--- config.mk ---
export PLATFORM = sky130hd
export DESIGN_NAME = if_prefetch_queue
export DESIGN_NICKNAME = d
export VERILOG_FILES = /design/src/rtl/if_prefetch_queue.sv
export SDC_FILE = /design/constraint.sdc
export NUM_CORES = 1
export LEC_CHECK = 0
export BUFFER_PORTS_ARGS = -buffer_cell sky130_fd_sc_hd__buf_4
export CORE_ASPECT_RATIO = 2
export CORE_MARGIN = 8
export CORE_UTILIZATION = 52
export DETAILED_ROUTE_END_ITERATION = 12
export GPL_ROUTABILITY_DRIVEN = 0
export PLACE_DENSITY = 0.73
export SLEW_MARGIN = 15
export SYNTH_ARGS = -nofsm -noshare
export SYNTH_HDL_FRONTEND = slang
export SYNTH_SLANG_ARGS = --single-unit
--- constraint.sdc ---
create_clock -name clk -period 5.9 [get_ports clk]
set_input_delay 0 -clock clk [delete_from_list [all_inputs] [get_ports clk]]
set_output_delay 0 -clock clk [all_outputs]
set_load 0.05 [all_outputs]
--- src/rtl/if_prefetch_queue.sv ---
// ----------------------------------------------------------------------------
// if_prefetch_queue
//   Instruction prefetch unit that sits in front of the decode pipeline
//   register. It generates sequential fetch PCs, issues requests to a
//   variable-latency in-order instruction memory, and buffers up to DEPTH
//   {pc, instr} pairs in program order. An ex-stage redirect flushes the
//   queue and retargets fetch. Responses that are still in flight at a
//   redirect are counted and discarded on arrival.
//
//   Optional feature macro: IF_PREFETCH_PERF_EN
//     When defined, the block adds two saturating 32-bit performance counters
//     (redirect cycles and bubble cycles). They have no functional effect.
//
// Ports
//   clk                in   clock, all logic on posedge
//   rst                in   synchronous active-high reset
//   imem_req_valid     out  fetch request valid
//   imem_req_ready     in   IMEM accepts request
//   imem_req_addr      out  word-aligned fetch byte address
//   imem_rsp_valid     in   in-order response valid (never back-pressured)
//   imem_rsp_data      in   fetched instruction
//   br_taken           in   redirect from ex stage
//   br_target          in   redirect address (bits [1:0] ignored)
//   stall              in   decode hazard stall, holds the head entry
//   inst_valid         out  head entry holds valid data
//   inst               out  head instruction
//   inst_pc            out  head PC
//   perf_redirect_cnt  out  (IF_PREFETCH_PERF_EN) redirect cycle count
//   perf_bubble_cnt    out  (IF_PREFETCH_PERF_EN) empty-head cycle count
// ----------------------------------------------------------------------------
module if_prefetch_queue #(
  parameter int unsigned           DATA_WIDTH = 32,
  parameter int unsigned           ADDR_WIDTH = 32,
  parameter int unsigned           DEPTH      = 4,
  parameter logic [ADDR_WIDTH-1:0] RESET_PC   = {ADDR_WIDTH{1'b0}}
) (
`ifdef IF_PREFETCH_PERF_EN
  output logic [31:0]           perf_redirect_cnt,
  output logic [31:0]           perf_bubble_cnt,
`endif
  input  logic                  clk,
  input  logic                  rst,
  output logic                  imem_req_valid,
  input  logic                  imem_req_ready,
  output logic [ADDR_WIDTH-1:0] imem_req_addr,
  input  logic                  imem_rsp_valid,
  input  logic [DATA_WIDTH-1:0] imem_rsp_data,
  input  logic                  br_taken,
  input  logic [ADDR_WIDTH-1:0] br_target,
  input  logic                  stall,
  output logic                  inst_valid,
  output logic [DATA_WIDTH-1:0] inst,
  output logic [ADDR_WIDTH-1:0] inst_pc
);

  localparam int unsigned PW = $clog2(DEPTH);

  // Three pointers walk the ring in order: head <= fill <= tail.
  // [head, fill) are filled entries, [fill, tail) are in flight.
  logic [PW:0]           r_head;
  logic [PW:0]           r_fill;
  logic [PW:0]           r_tail;
  logic [PW:0]           r_drop_cnt;
  logic [ADDR_WIDTH-1:0] r_fetch_pc;
  logic [ADDR_WIDTH-1:0] r_pc_mem   [DEPTH];
  logic [DATA_WIDTH-1:0] r_data_mem [DEPTH];

  logic                  w_full;
  logic                  w_head_valid;
  logic [PW:0]           w_unfilled;
  logic                  w_req_fire;
  logic                  w_rsp_drop;
  logic                  w_rsp_write;
  logic                  w_deq;
  logic [ADDR_WIDTH-1:0] w_br_pc;

  // Full when the pointers alias on the low bits but differ in the wrap bit.
  // Uses registered head only, so a dequeue frees a slot one cycle later.
  assign w_full       = (r_head[PW] != r_tail[PW]) && (r_head[PW-1:0] == r_tail[PW-1:0]);
  assign w_head_valid = (r_head != r_fill);
  assign w_unfilled   = r_tail - r_fill;
  assign w_br_pc      = br_target & ~(ADDR_WIDTH'(3));

  assign imem_req_valid = !rst && !br_taken && !w_full;
  assign imem_req_addr  = r_fetch_pc;

  assign w_req_fire  = imem_req_valid && imem_req_ready;
  assign w_rsp_drop  = imem_rsp_valid && (r_drop_cnt != {(PW+1){1'b0}});
  // A response arriving in a redirect cycle belongs to a flushed slot.
  assign w_rsp_write = imem_rsp_valid && (r_drop_cnt == {(PW+1){1'b0}}) && !br_taken && !rst;
  assign w_deq       = w_head_valid && !stall && !br_taken;

  assign inst_valid = w_head_valid && !rst;
  assign inst       = inst_valid ? r_data_mem[r_head[PW-1:0]] : {DATA_WIDTH{1'b0}};
  assign inst_pc    = inst_valid ? r_pc_mem[r_head[PW-1:0]]   : {ADDR_WIDTH{1'b0}};

  // Pointer, fetch PC and drop counter state.
  always_ff @(posedge clk) begin
    if (rst) begin
      r_head     <= {(PW+1){1'b0}};
      r_fill     <= {(PW+1){1'b0}};
      r_tail     <= {(PW+1){1'b0}};
      r_drop_cnt <= {(PW+1){1'b0}};
      r_fetch_pc <= RESET_PC;
    end else if (br_taken) begin
      r_head     <= {(PW+1){1'b0}};
      r_fill     <= {(PW+1){1'b0}};
      r_tail     <= {(PW+1){1'b0}};
      r_fetch_pc <= w_br_pc;
      // Everything still outstanding becomes stale; a response landing in
      // this cycle is one of them and is already gone.
      r_drop_cnt <= r_drop_cnt + w_unfilled - {{PW{1'b0}}, imem_rsp_valid};
    end else begin
      if (w_req_fire) begin
        r_tail     <= r_tail + {{PW{1'b0}}, 1'b1};
        r_fetch_pc <= r_fetch_pc + ADDR_WIDTH'(4);
      end else begin
        r_tail     <= r_tail;
        r_fetch_pc <= r_fetch_pc;
      end
      if (w_rsp_drop) begin
        r_drop_cnt <= r_drop_cnt - {{PW{1'b0}}, 1'b1};
      end else begin
        r_drop_cnt <= r_drop_cnt;
      end
      if (w_rsp_write) begin
        r_fill <= r_fill + {{PW{1'b0}}, 1'b1};
      end else begin
        r_fill <= r_fill;
      end
      if (w_deq) begin
        r_head <= r_head + {{PW{1'b0}}, 1'b1};
      end else begin
        r_head <= r_head;
      end
    end
  end

  // Slot payload storage; contents are only observed through valid pointers.
  always_ff @(posedge clk) begin
    if (w_req_fire) begin
      r_pc_mem[r_tail[PW-1:0]] <= r_fetch_pc;
    end
    if (w_rsp_write) begin
      r_data_mem[r_fill[PW-1:0]] <= imem_rsp_data;
    end
  end

`ifdef IF_PREFETCH_PERF_EN
  logic [31:0] r_perf_redirect_cnt;
  logic [31:0] r_perf_bubble_cnt;

  // Saturating redirect and bubble counters.
  always_ff @(posedge clk) begin
    if (rst) begin
      r_perf_redirect_cnt <= 32'h0000_0000;
      r_perf_bubble_cnt   <= 32'h0000_0000;
    end else begin
      if (br_taken && (r_perf_redirect_cnt != 32'hFFFF_FFFF)) begin
        r_perf_redirect_cnt <= r_perf_redirect_cnt + 32'd1;
      end else begin
        r_perf_redirect_cnt <= r_perf_redirect_cnt;
      end
      if (!inst_valid && !br_taken && (r_perf_bubble_cnt != 32'hFFFF_FFFF)) begin
        r_perf_bubble_cnt <= r_perf_bubble_cnt + 32'd1;
      end else begin
        r_perf_bubble_cnt <= r_perf_bubble_cnt;
      end
    end
  end

  assign perf_redirect_cnt = r_perf_redirect_cnt;
  assign perf_bubble_cnt   = r_perf_bubble_cnt;
`endif

endmodule

==> results.json <==
{
  "outcome": "completed",
  "die_w_um": 124,
  "hold_depth": 4,
  "setup_tns_ps": 0,
  "drv_slew": 0,
  "fin_nets": 1073,
  "ys_types": 53,
  "cp_max_fo": 36,
  "min_period_ps": 3490,
  "hp-start": "imem_rsp_valid",
  "clockBufferDepth": 3,
  "drt_iter0_drc": 637,
  "num-fill-cells": 1598,
  "grt_usage_pct": 19.0,
  "regToRegSetupSlack_ps": 2450,
  "vias": 7175,
  "reg2reg_from": "imem_req_addr[2]$_SDFFE_PP0P_",
  "p_per_area_mw_per_mm2": 289,
  "root_buffer": "clkbuf_16",
  "ys_ff_latch": 292,
  "dpl.hpwl_um": 16100,
  "finalSetupViolations": 0,
  "synthArstFlopShare_pct": 0,
  "final_util_pct": 67.0,
  "fin_crit_sh_pct": 59.1,
  "synth_top_area_share_pct": 61.9,
  "die-area_mm2": 0.0286,
  "ys_top_cells_by_area": "edfxtp_1, mux4_2, dfxtp_1, nor2b_1, xnor2_1",
  "hold_end": "r_fill[0]$_SDFFE_PP0N_",
  "area_delta_synth_final_pct": 28.2,
  "drt.antenna.violating_nets": 0,
  "pin_count": 168,
  "holdCritPathClass": "primary input to flop",
  "yosysWarningCount": 0,
  "maxCapViolCount": 0,
  "p_int_uw": 3450,
  "syn_area_mm2": 0.0120,
  "wirelength_um": 26800,
  "worstSetupStartpointType": "primary input",
  "cts.sinks": 292,
  "critical_path_class": "primary input to flop",
  "rsz0062_at_grt": "no",
  "tightestPinTransition_ps": 997,
  "drt-pass1-iter-count": 5,
  "reg2reg_to": "imem_req_addr[16]$_SDFFE_PP0P_",
  "synth_ff_type": "edfxtp_1",
  "critPathRequiredTime_ps": 6370,
  "yosys.area.top_type": "edfxtp_1",
  "io_buffers": 161,
  "synth_cells": 720,
  "netSwitchingFraction_pct": 22.6,
  "gr-total-overflow": 0,
  "timing.fmax_ghz": 0.287,
  "max-slew-margin-rel_pct": 33.5,
  "clock_latency_ps": 520,
  "layout-drive-gt1-share_pct": 28.6,
  "hold_viol_final": 0,
  "r2r_cells": 8,
  "core_mm2": 0.0230,
  "wl_per_cell_um": 20.8,
  "antenna_found_initial": 0,
  "cts_buffers": 25,
  "start_util_pct": 52.3,
  "seq_area_frac_synth_pct": 69.2,
  "p_comb_share_pct": 10.1,
  "grt_max_degree": 63,
  "crit_path_end_kind": "flop",
  "irDropWorstVdd_v": 0.000315,
  "power_frac_clock_pct": 37.7,
  "grt_pass1_wl_um": 41900,
  "cts_tree": "yes",
  "cts-htree-levels": 1,
  "fp-row-count": 79,
  "remaining_drc_errors": 0,
  "finClkSkew_ps": 16.7,
  "syn_avg_cell_area_um2": 16.7,
  "grt_pass1_vias": 7817,
  "p_leak_uw": 0.00545,
  "fp.dieH_um": 231,
  "switchingPower_uw": 1010,
  "crit_arrival_ps": 3950,
  "viasPerCell": 5.57,
  "p_seq_share_pct": 52.2,
  "cts_resized": 0,
  "path_clk_slew_ps": 70,
  "synth_edf_count": 248,
  "antenna_cells": 0
}
## metal layers
layer | vias to the layer above | wire, µm | track usage [%]
met3 | 45 | 1770 | 3.34
met1 | 3591 | 10600 | 24.0
met4 | 0 | 657 | 6.06
li1 | 3304 | - | -
met5 | - | 0 | 0
met2 | 235 | 13700 | 32.2
## flip-flops by register name (all words and copies together) (netlist names), named ones only
register and flops:
r_fill 3, r_head 3, r_data_mem 128, r_pc_mem 120, r_tail 3, imem_req_addr 30, r_drop_cnt 3
## area by class of cell
class | count | area [µm²] | area share [%]
multi-input cells | 373 | 3500 | 22.6
inverters | 19 | 71.3 | 0.462
repair buffers | 275 | 2330 | 15.1
clock inverters | 10 | 139 | 0.900
clock buffers | 35 | 713 | 4.62
well taps | 283 | 354 | 2.29
flip-flops and latches | 292 | 8340 | 54.0
## per-stage QoR
stage	power (µW)	std cells	hold WS [ps]	setup WS, ps	area [µm²]
4_1_cts	4490	1287	27.7	2450	15400
2_1_floorplan	2620	723	98.9	2440	12100
3_3_place_gp	2750	1136	200	2940	13500
6_report	4460	1287	42.4	2410	15400
3_5_place_dp	2760	1136	204	2890	13500
5_1_grt	4600	1287	68.5	2210	15400
## cells in the final DEF (no fill, tap or decap), types with 19 or more instances in the layout
| cell | netlist | routed |
|---|---|---|
| edfxtp_1 | 248 | 248 |
| mux4_2 | 62 | 62 |
| dlygate4sd3_1 | 0 | 106 |
| xnor2_1 | 19 | 19 |
| nor2b_1 | 63 | 63 |
| nor2_1 | 28 | 28 |
| nand2_1 | 31 | 31 |
| dfxtp_1 | 44 | 42 |
| clkbuf_16 | 0 | 25 |
| buf_4 | 4 | 169 |
## logic make-up after synthesis
kind of cell    share of synthesized area (%)
mux                                      11.8
buf+inv                                  1.95
flops                                    69.2
other cells                            0.0311
simple gates                             8.61
xor+xnor                                 2.55
fa+ha+maj                                2.02
compound gates                           3.82
## Yosys cell counts (2+ instances only)
cell       instances
o21ai_0            5
nor3_1             8
fa_1               4
dfxtp_1           44
edfxtp_1         248
nor2b_1           63
nand2_1           31
clkbuf_1          26
a311oi_1           7
buf_4              4
nand4_2            2
a2bb2oi_1          5
a31oi_1            5
and3_1             4
ha_1              13
nand3_1           14
inv_1             18
xnor2_1           19
a211oi_1           8
and2_1            11
nor4_1             3
nand4_1            7
buf_1              7
mux4_2            62
or2_2              2
a21oi_1           17
nor2_1            28
buf_2              2
or3_1              6
and4_1             2
mux2i_1            3
o22ai_1            4
o211ai_1           3
xor2_1            16
## worst max path at each step
stage | from | endpoint | slack [ps]
6_report | rst | imem_req_addr[16]$_SDFFE_PP0P_ | 2410
4_1_cts | imem_req_addr[2]$_SDFFE_PP0P_ | imem_req_addr[16]$_SDFFE_PP0P_ | 2450
2_1_floorplan | r_drop_cnt[0]$_SDFFE_PP0P_ | r_data_mem[3][0]$_DFFE_PP_ | 2440
3_3_place_gp | r_fill[0]$_SDFFE_PP0N_ | r_drop_cnt[2]$_SDFFE_PP0P_ | 2940
5_1_grt | rst | imem_req_addr[16]$_SDFFE_PP0P_ | 2210
3_5_place_dp | r_fill[0]$_SDFFE_PP0N_ | r_drop_cnt[2]$_SDFFE_PP0P_ | 2890
## power groups by stage
| stage | logic (µW) | registers [µW] | clock network, µW |
|---|---|---|---|
| floorplan | 215 | 2400 | 0 |
| global placement | 384 | 2370 | 0 |
| detailed placement | 391 | 2370 | 0 |
| CTS | 451 | 2330 | 1710 |
| global route | 484 | 2330 | 1780 |
| finish | 450 | 2330 | 1680 |
## worst max-delay path, cell delays in order
cell and delay [ps]:
dlygate4sd3_1 530, buf_4 260, or2_0 590, a311oi_1 640
or4b_1 520, a2bb2oi_1 150, dlygate4sd3_1 560, a21oi_1 130
dlygate4sd3_1 550
## what timing repair did
item,4_1_cts,5_1_grt
hold buffers,106,0
hold endpoints to repair,164,0
buffers inserted,0,0
Power figures use the tool's default switching activity.
